### config.mk
export PLATFORM = sky130hd
export DESIGN_NAME = multiplier_iterative_param
export DESIGN_NICKNAME = d
export VERILOG_FILES = /design/src/rtl/multiplier_iterative_param.sv
export SDC_FILE = /design/constraint.sdc
export NUM_CORES = 1
export LEC_CHECK = 0
export CAP_MARGIN = 30
export CORE_MARGIN = 4
export CORE_UTILIZATION = 40
export DETAILED_ROUTE_END_ITERATION = 8
export DONT_BUFFER_PORTS = 1
export PLACE_DENSITY = 0.62
export SLEW_MARGIN = 15
export SYNTH_ARGS = -nofsm -noshare
export SYNTH_HDL_FRONTEND = slang
export SYNTH_SLANG_ARGS = --single-unit
### constraint.sdc
create_clock -name clk -period 12.5 [get_ports clk]
set_input_delay 1.25 -clock clk [delete_from_list [all_inputs] [get_ports clk]]
set_output_delay 1.25 -clock clk [all_outputs]
set_load 0.02 [all_outputs]
### src/rtl/multiplier_iterative_param.sv
// Iterative shift-add multiplier: retires BITS_PER_CYCLE multiplier bits per clock,
// works on operand magnitudes and applies the sign once at completion.
module multiplier_iterative_param #(
    parameter int WIDTH          = 32,
    parameter int BITS_PER_CYCLE = 1
) (
    input  logic                 clk,
    input  logic                 rst_n,
    input  logic                 valid_in,
    output logic                 ready_in,
    input  logic [WIDTH-1:0]     a,
    input  logic [WIDTH-1:0]     b,
    input  logic                 signed_in,
    output logic                 valid_out,
    input  logic                 ready_out,
    output logic [2*WIDTH-1:0]   r
);

    localparam int STEPS = WIDTH / BITS_PER_CYCLE;
    localparam int CNT_W = $clog2(STEPS + 1);
    localparam int PW    = 2 * WIDTH;
    localparam logic [CNT_W-1:0] STEPS_C = CNT_W'(STEPS);

    if (!(BITS_PER_CYCLE == 1 || BITS_PER_CYCLE == 2 || BITS_PER_CYCLE == 4)) begin : g_bad_bpc
        $error("BITS_PER_CYCLE must be 1, 2 or 4");
    end
    if (WIDTH % BITS_PER_CYCLE != 0) begin : g_bad_width
        $error("WIDTH must be a multiple of BITS_PER_CYCLE");
    end

    typedef enum logic [1:0] {
        IDLE = 2'd0,
        RUN  = 2'd1,
        DONE = 2'd2
    } state_e;

    // Most-negative input maps to 2^(WIDTH-1), which still fits as an unsigned value.
    function automatic logic [WIDTH-1:0] magnitude(input logic [WIDTH-1:0] v,
                                                   input logic             is_signed);
        logic signed [WIDTH-1:0] sv;
        sv = v;
        if (is_signed && (sv < 0)) begin
            return -v;
        end
        return v;
    endfunction

    function automatic logic [PW-1:0] digit_product(input logic [PW-1:0]             mcand,
                                                    input logic [BITS_PER_CYCLE-1:0] digit);
        logic [PW-1:0] sum;
        sum = '0;
        for (int j = 0; j < BITS_PER_CYCLE; j++) begin
            if (digit[j]) begin
                sum = sum + (mcand << j);
            end
        end
        return sum;
    endfunction

    function automatic logic [PW-1:0] apply_sign(input logic [PW-1:0] mag,
                                                 input logic          neg);
        return neg ? -mag : mag;
    endfunction

    state_e            state_q, state_d;
    logic [PW-1:0]     mcand_q, mcand_d;
    logic [WIDTH-1:0]  mplr_q,  mplr_d;
    logic [PW-1:0]     acc_q,   acc_d;
    logic [CNT_W-1:0]  cnt_q,   cnt_d;
    logic              neg_q,   neg_d;
    logic [PW-1:0]     r_q,     r_d;

    logic              accept;
    logic [PW-1:0]     acc_sum;
    logic [CNT_W-1:0]  cnt_inc;

    always_comb begin
        ready_in  = 1'b0;
        valid_out = 1'b0;
        case (state_q)
            IDLE:    ready_in = 1'b1;
            DONE: begin
                valid_out = 1'b1;
                ready_in  = ready_out;
            end
            default: ready_in = 1'b0;
        endcase
    end

    assign accept  = valid_in && ready_in;
    assign acc_sum = acc_q + digit_product(mcand_q, mplr_q[BITS_PER_CYCLE-1:0]);
    assign cnt_inc = cnt_q + CNT_W'(1);
    assign r       = r_q;

    always_comb begin
        state_d = state_q;
        mcand_d = mcand_q;
        mplr_d  = mplr_q;
        acc_d   = acc_q;
        cnt_d   = cnt_q;
        neg_d   = neg_q;
        r_d     = r_q;

        case (state_q)
            RUN: begin
                acc_d   = acc_sum;
                mcand_d = mcand_q << BITS_PER_CYCLE;
                mplr_d  = mplr_q >> BITS_PER_CYCLE;
                cnt_d   = cnt_inc;
                if (cnt_inc == STEPS_C) begin
                    r_d     = apply_sign(acc_sum, neg_q);
                    state_d = DONE;
                end
            end
            DONE: begin
                if (ready_out) begin
                    state_d = IDLE;
                end
            end
            IDLE:    state_d = IDLE;
            default: state_d = IDLE;
        endcase

        // A new operation may be taken in IDLE or on the DONE hand-off edge (no bubble).
        if (accept) begin
            mcand_d = {{WIDTH{1'b0}}, magnitude(a, signed_in)};
            mplr_d  = magnitude(b, signed_in);
            neg_d   = signed_in & (a[WIDTH-1] ^ b[WIDTH-1]);
            acc_d   = '0;
            cnt_d   = '0;
            state_d = RUN;
        end
    end

    always_ff @(posedge clk or negedge rst_n) begin
        if (!rst_n) begin
            state_q <= IDLE;
            mcand_q <= '0;
            mplr_q  <= '0;
            acc_q   <= '0;
            cnt_q   <= '0;
            neg_q   <= 1'b0;
            r_q     <= '0;
        end else begin
            state_q <= state_d;
            mcand_q <= mcand_d;
            mplr_q  <= mplr_d;
            acc_q   <= acc_d;
            cnt_q   <= cnt_d;
            neg_q   <= neg_d;
            r_q     <= r_d;
        end
    end

endmodule

==> impl_metrics.csv, run 1 <==
group,metric,value,unit
synthesis,syn_nets,2193,
global_route,grt_pass1_wl,78300,um
sta,timing.slew.headroom,0.389,
sta,hold_viol,0,
critical_path,crit_end,"r[59]$_DFFE_PN0P_",
sta,min_period,5.73,ns
critical_path,reg2reg_depth,17,
critical_path,ff2ff_setup_slack,6.77,ns
sta,rsz0062_at_grt,"no",
layout,multi_input_area,0.0103,sq mm
power_and_ir_drop,leakagePower,0.00744,uW
sta,maxSlewViolCount,0,
synthesis,synth-async-reset-ratio,1.00,
clock_tree,clock_sinks,233,
floorplanning,start_util,0.407,
global_route,grt_usage,0.214,
global_route,grt_max_degree,234,
critical_path,slowest_delay,0.80,ns
critical_path,worstReg2RegEnd,"r[59]$_DFFE_PN0P_",
critical_path,crit_fanout,64,
run_status,status,"complete, no violations",
floorplanning,die_area,0.0451,sq mm
critical_path,critPathCaptureType,"register",
clock_tree,root_buffer,"clkbuf_16",
routing,drtIter0Drc,1137,
global_route,grt_antenna_before_repair,0,
routing,first_pass_iters,6,
clock_tree,cts_hold_buf,0,
layout,fin_cells,2527,
critical_path,worstSetupPathType,"register to register",
synthesis,synth_seq_area_share,0.349,
clock_tree,cts_setup_buffers,0,
critical_path,path_cells,"buf_4 > and2_1 > ha_1 > inv_1 > fa_1 > nand2b_1 > a21o_1 > a2111o_1 > a2111oi_1 > o21ai_0 > a22oi_1 > nand4_1 > and4b_1 > nand4_2 > o41ai_1 > xnor2_1 > o21ai_0",
clock_tree,clockBufferDepth,3,
global_route,grt_remaining_overflow,0,
critical_path,worst_setup_path_start_kind,"register",
sta,setup_tns,0,ns
synthesis,synth_ff_type,"dfrtp_1",
placed_design,post-dp-hpwl,36800,um
routing,wirelength,49500,um
critical_path,crit_path_start,"mplr_q[0]$_DFFE_PN0P_",
floorplanning,rows,74,
floorplanning,die_x,212,um
layout,drive_above_1_share,0.0502,
synthesis,syn_area,0.0167,sq mm
routing,vias,14943,
critical_path,reg2reg_from,"mplr_q[0]$_DFFE_PN0P_",
global_route,first_global_vias,13955,
synthesis,yosys_warnings,0,
floorplanning,die_height,212,um
power_and_ir_drop,total_power,4550,uW
power_and_ir_drop,power_density,253,mW/mm^2
synthesis,synthCells,2055,
layout,fillCellCount,4079,
sta,max_slew.worst_pin.slew,0.916,ns
critical_path,crit_path_frequent_cell,"o21ai_0",
sta,max_freq,175,MHz
min_path,hp-class,"input port to asynchronous set/reset pin",
clock_tree,numCtsBuffers,27,
clock_tree,ctsResizeCount,0,
clock_tree,clkSlewWorstSetupHoldPaths,0.06,ns
routing,vias_per_cell,5.91,
power_and_ir_drop,ir_drop,0.000120,V
routing,drcViolationCount,0,
sta,fin_crit_sh,0.458,
synthesis,ys_ff_latch,233,
layout,final-seq-area,0.00583,sq mm
routing,wl_per_cell,19.6,um
critical_path,critPathSlowestCell,"a2111oi_1",
routing,ant_nets,0,
sta,finalSetupViolCount,0,
run,max-cap-violations,0,
clock_tree,htreeDepth,1,
clock_tree,clkLatencyLatePin,0.55,ns
floorplanning,core,0.0410,sq mm
layout,fin_nets,2112,
sta,holdWs,0.409,ns
sta,skew,0.0151,ns
floorplanning,pin_count,135,
synthesis,synth_cell_types,84,
placed_design,gp_congestion,0.998,
layout,syn_to_final_growth,7.59,%
synthesis,synth_edf_count,0,
clock_tree,cts_tree,"yes",
critical_path,cp.arrival,6.14,ns
critical_path,cp.required,12.91,ns
placed_design,io_buffers,0,
synthesis,syn_area_per_cell,8.12,sq um
placed_design,placed_cells,2474,
cells by family after synthesis:
group                    count (synthesis)  synth area share
AND/OR/NAND/NOR                        751             0.220
AO/OA/AOI/OAI                          672             0.250
flip-flops                             233             0.349
XOR/XNOR                               165            0.0866
buffers and inverters                  158            0.0370
adder cells (fa/ha/maj)                 69            0.0522
multiplexers                             7           0.00435
critical path, delay by kind of cell, from the launching register on:
kind | cells | cell delay [ns]
xor gates and xnor gates | 1 | 0.17
adders and majority gates | 2 | 0.56
DFF | 1 | 0.34
AOI/OAI and AO/OA | 7 | 2.61
and+or+nand+nor | 5 | 1.38
buffers and inverters | 2 | 0.50
sequential cells by signal (all words and copies together), names as in the netlist:
register and flops:
r 64, acc_q 64, state_q 2, cnt_q 6, neg_q 1, mcand_q 64
mplr_q 32
report_power, final:
part	leakage [uW]	total [uW]	switching (uW)	internal, uW
clock	0.000427	793	327	466
sequential	0.00290	1440	365	1070
combinational	0.00411	2320	1500	823
cell usage in the layout (no fill, tap or decap), types with 13 or more instances in the layout:
| master | n |
|---|---|
| clkbuf_16 | 27 |
| nand4_1 | 36 |
| inv_1 | 31 |
| nor2_1 | 102 |
| nor4_1 | 20 |
| nor3_1 | 29 |
| ha_1 | 68 |
| a22oi_1 | 64 |
| nand2_1 | 306 |
| dfrtp_1 | 232 |
| o31ai_1 | 29 |
| o21ai_0 | 280 |
| a21oi_1 | 124 |
| xnor2_1 | 103 |
| nand2b_1 | 13 |
| a22o_1 | 14 |
| a21o_1 | 22 |
| and2_1 | 83 |
| xor2_1 | 62 |
| a211oi_1 | 14 |
| nand3_1 | 83 |
| a31oi_1 | 14 |
layout make-up:
cell class | instances | share of cell area
antenna | 2 | 0.000279
timing repair buffer | 17 | 0.0102
multi-input combinational | 1664 | 0.572
clock buffer | 37 | 0.0425
tap | 532 | 0.0371
clock inverter | 11 | 0.00627
sequential | 233 | 0.325
inverter | 31 | 0.00648
layer usage:
| metal | GRT usage | vias up | routed length [um] |
|---|---|---|---|
| li1 | - | 7273 | - |
| met1 | 0.338 | 7083 | 24600 |
| met2 | 0.299 | 512 | 19600 |
| met3 | 0.0393 | 75 | 4150 |
| met4 | 0.0506 | 0 | 1110 |
| met5 | 0 | - | 0 |
per-stage QoR:
| stage | util | area, sq um | setup slack (ns) |
|---|---|---|---|
| 6_report | 0.438 | 18000 | 6.77 |
| 2_1_floorplan | - | 16700 | 7.79 |
| 3_3_place_gp | 0.414 | 17000 | 6.98 |
| 4_1_cts | 0.437 | 17900 | 6.76 |
| 3_5_place_dp | 0.415 | 17000 | 6.78 |
| 5_1_grt | 0.438 | 18000 | 6.31 |
cells in the mapped netlist (20+ instances only):
| cell | count | area, sq um |
|---|---|---|
| nor3_1 | 29 | 145 |
| xor2_1 | 62 | 543 |
| clkbuf_1 | 113 | 424 |
| nand3_1 | 83 | 415 |
| dfrtp_1 | 233 | 5830 |
| o31ai_1 | 29 | 218 |
| nor2_1 | 103 | 387 |
| a21o_1 | 22 | 165 |
| a22oi_1 | 64 | 480 |
| a21oi_1 | 124 | 621 |
| nand2_1 | 308 | 1160 |
| nand4_1 | 36 | 225 |
| ha_1 | 68 | 851 |
| inv_1 | 31 | 116 |
| and2_1 | 83 | 519 |
| nor4_1 | 20 | 125 |
| o21ai_0 | 280 | 1400 |
| xnor2_1 | 103 | 902 |
worst min-delay path by stage:
stage                                startpoint                endpoint  slack [ns]  cells after the start
after floorplan           acc_q[21]$_DFFE_PN0P_   acc_q[21]$_DFFE_PN0P_        0.46                      2
after global placement    mplr_q[0]$_DFFE_PN0P_   mplr_q[0]$_DFFE_PN0P_        0.46                      2
after detailed placement  mplr_q[0]$_DFFE_PN0P_   mplr_q[0]$_DFFE_PN0P_        0.47                      2
after CTS                                 rst_n  mplr_q[25]$_DFFE_PN0P_        0.37                      0
after global routing                      rst_n  mplr_q[24]$_DFFE_PN0P_        0.38                      0
final                                     rst_n  mplr_q[25]$_DFFE_PN0P_        0.41                      0
No activity file was read; power rests on OpenSTA's default activity.
==> inputs of run 2 (changes only) <==
- ABC_AREA: unset -> 1
- PLACE_DENSITY: 0.62 -> 0.64
- clock period: 12.5 -> 4.6 ns (I/O delays scaled with it)
==> run 2 against run 1 <==
  * The flow now finishes with violations (hold timing)
  * Clock power increased to 2.9 times the previous value
  * Sequential cell count unchanged
  * Worst hold slack got worse by 0.81 ns
  * Largest power group unchanged
  * Register-to-register slack got worse by 6.1 ns
  * Non-clock buffer count decreased by 3
  * Clock skew increased by 0.0061 ns
  * Sequential share of layout area decreased by 5.4 points
  * Die area increased by 18%
  * Critical endpoint is now r[49]$_DFFE_PN0P_
  * Synthesized cell count increased by 61%
  * Critical path depth increased by 6
  * Combinational power increased to 4.7 times the previous value
==> impl_metrics.csv, run 2 <==
group,metric,value,unit
run_status,status,"finished with violations",
run_status,violations,"hold timing",
routing,vias,20288,
clock_tree,htreeDepth,1,
layout,drive_above_1_share,0.0617,
clock_tree,cts_tree,"yes",
sta,fin_crit_sh,0.858,
sta,rsz0062_at_grt,"no",
floorplanning,die_x,231,um
sta,skew,0.0212,ns
routing,wirelength,69600,um
synthesis,synth_most_common_cell,"nand2_1",
synthesis,synthCells,3317,
critical_path,worstSetupPathType,"register to register",
global_route,grt_remaining_overflow,0,
layout,fin_nets,3423,
global_route,grt_usage,0.255,
critical_path,critPathCaptureType,"register",
sta,min_period,3.95,ns
synthesis,syn_area,0.0199,sq mm
global_route,grt_pass1_wl,107000,um
clock_tree,numCtsBuffers,27,
critical_path,cp.required,5.05,ns
layout,syn_to_final_growth,8.24,%
synthesis,syn_nets,3455,
routing,wl_per_cell,17.5,um
routing,first_pass_iters,6,
clock_tree,clkSlewWorstSetupHoldPaths,0.06,ns
sta,maxSlewViolCount,0,
min_path,hp-class,"input port to asynchronous set/reset pin",
floorplanning,pin_count,135,
sta,hold_viol,233,
floorplanning,die_area,0.0533,sq mm
power_and_ir_drop,leakagePower,0.0119,uW
floorplanning,start_util,0.405,
routing,drtIter0Drc,1989,
synthesis,syn_area_per_cell,5.99,sq um
layout,fin_cells,3970,
sta,timing.slew.headroom,0.371,
layout,final_common_cell,"nand2_1",
synthesis,synth_edf_count,0,
layout,num_antenna_cells,0,
critical_path,worst_setup_path_start_kind,"register",
layout,final_util,0.439,
synthesis,yosys_warnings,0,
layout,stdcell_area,0.0215,sq mm
synthesis,ys_ff_latch,233,
routing,drcViolationCount,0,
clock_tree,clockBufferDepth,3,
sta,holdWs,-0.404,ns
synthesis,synth_ff_type,"dfrtp_1",
run,max-cap-violations,0,
clock_tree,clkLatencyLatePin,0.57,ns
global_route,first_global_vias,18955,
synthesis,synth.top_cell.area_share,0.293,
synthesis,synth_seq_area_share,0.293,
floorplanning,core,0.0491,sq mm
synthesis,synth_common_cells,"1229 x nand2_1, 626 x inv_1, 252 x nor2_1",
routing,ant_nets,0,
routing,vias_per_cell,5.11,
sta,setup_tns,0,ns
placed_design,post-dp-hpwl,55400,um
synthesis,synth_cell_types,47,
sta,finalSetupViolCount,0,
synthesis,yosysTopAreaCell,"dfrtp_1",
synthesis,synth-async-reset-ratio,1.00,
placed_design,io_buffers,0,
placed_design,gp_congestion,1.02,
synthesis,synth_area_leaders,"dfrtp_1 29%, nand2_1 23%, inv_1 12%, nand3_1 6.1%, nor2_1 4.8%",
global_route,grt_antenna_before_repair,0,
sta,max_slew.worst_pin.slew,0.943,ns
placed_design,place_area,0.0206,sq mm
floorplanning,rows,81,
clock_tree,clock_sinks,233,
floorplanning,die_height,231,um
placed_design,placed_cells,3919,
critical_path,crit_fanout,50,
critical_path,cp.arrival,4.40,ns
layout,final_cell_mix,"1228 x nand2_1, 625 x inv_1, 250 x nor2_1",
power_and_ir_drop,ir_drop,0.000702,V
clock_tree,root_buffer,"clkbuf_16",
global_route,grt_max_degree,234,
sta,max_freq,253,MHz
power_and_ir_drop,power_density,800,mW/mm^2
-- run 2: cell types whose count changed after synthesis, sizes merged, moves of 22 or more --
cell    previous run  this run
a21o              22         0
a21oi            124        78
o22ai              1        36
and2              83         3
o31ai             32         2
xnor2            103        13
inv               31       642
nand2            310      1283
o221ai             2        47
nand3             84       259
clkbuf           113        56
o21ai            292       153
a22oi             64         0
nor2             103       289
-- run 2: through the flow --
step	setup slack [ns]	total power, uW
2_1_floorplan	1.22	11300
4_1_cts	0.655	17000
3_5_place_dp	0.672	14700
3_3_place_gp	0.685	14600
6_report	0.652	17200
5_1_grt	0.339	18600
-- run 2: per-layer routing --
layer | routed length (um) | share of wire | GRT usage | up-vias
met3 | 5620 | 0.081 | 0.0485 | 103
met2 | 30200 | 0.43 | 0.401 | 654
met4 | 2290 | 0.033 | 0.0757 | 0
met5 | 0 | 0 | 0 | -
met1 | 31600 | 0.45 | 0.358 | 9342
li1 | - | - | - | 10189
-- run 2: worst paths after layout --
path | startpoint | end | slack (ns) | depth (start not counted)
max reg2reg | mplr_q[0]$_DFFE_PN0P_ | r[49]$_DFFE_PN0P_ | 0.65 | 23
min reg2reg | acc_q[51]$_DFFE_PN0P_ | acc_q[51]$_DFFE_PN0P_ | 0.49 | 2
min in group clk | a[29] | mcand_q[29]$_DFFE_PN0P_ | 0.06 | 2
max in group asynchronous | rst_n | acc_q[41]$_DFFE_PN0P_ | 4.38 | 0
max | mplr_q[0]$_DFFE_PN0P_ | r[49]$_DFFE_PN0P_ | 0.65 | 23
min | rst_n | mcand_q[45]$_DFFE_PN0P_ | -0.40 | 0
-- run 2: where the power goes --
group	internal, uW	switching (uW)	leakage [uW]	total [uW]
sequential	3000	984	0.00296	3980
clock	1360	931	0.000463	2290
combinational	3140	7800	0.00844	10900
total	7500	9720	0.0119	17200
-- run 2: what timing repair did --
item	in CTS	in global routing
setup buffers	0	0
resized for setup	0	0
hold endpoints to repair	233	233
-- run 2: worst max-delay path, stage by stage, from the launching register on --
cell      delay (ns)
dfrtp_2         0.53
buf_12          0.24
nand2_1         0.10
inv_1           0.07
ha_1            0.44
nand2_1         0.16
nor2_1          0.26
inv_1           0.09
nor2_2          0.20
nand2_1         0.16
inv_1           0.08
nand2_1         0.06
nand2_1         0.12
nand2_1         0.08
nand2_2         0.11
nand2_1         0.11
inv_1           0.07
nand2_1         0.11
nor2_1          0.11
nand3_1         0.18
o21bai_2        0.23
nand3_1         0.11
nand3_1         0.13
nand2_1         0.07
-- run 2: logic make-up (layout without fill, tap and decap cells) --
logic type               count (synthesis)  in the layout  share of synthesized area
AO/OA/AOI/OAI                          338            338                      0.101
flip-flops                             233            233                      0.293
AND/OR/NAND/NOR                       1903           1903                      0.402
adder cells (fa/ha/maj)                 69             69                     0.0438
XOR/XNOR                                54             54                     0.0238
buffers and inverters                  720            709                      0.136
-- run 2: area by class of cell --
class / count / area (sq um)
fillers: 5382 / 27500
multi-input cells: 2364 / 11400
flip-flops and latches: 233 / 5830
inverters: 645 / 2420
well taps: 664 / 831
clock buffers: 38 / 787
clock inverters: 12 / 153
repair buffers: 14 / 143
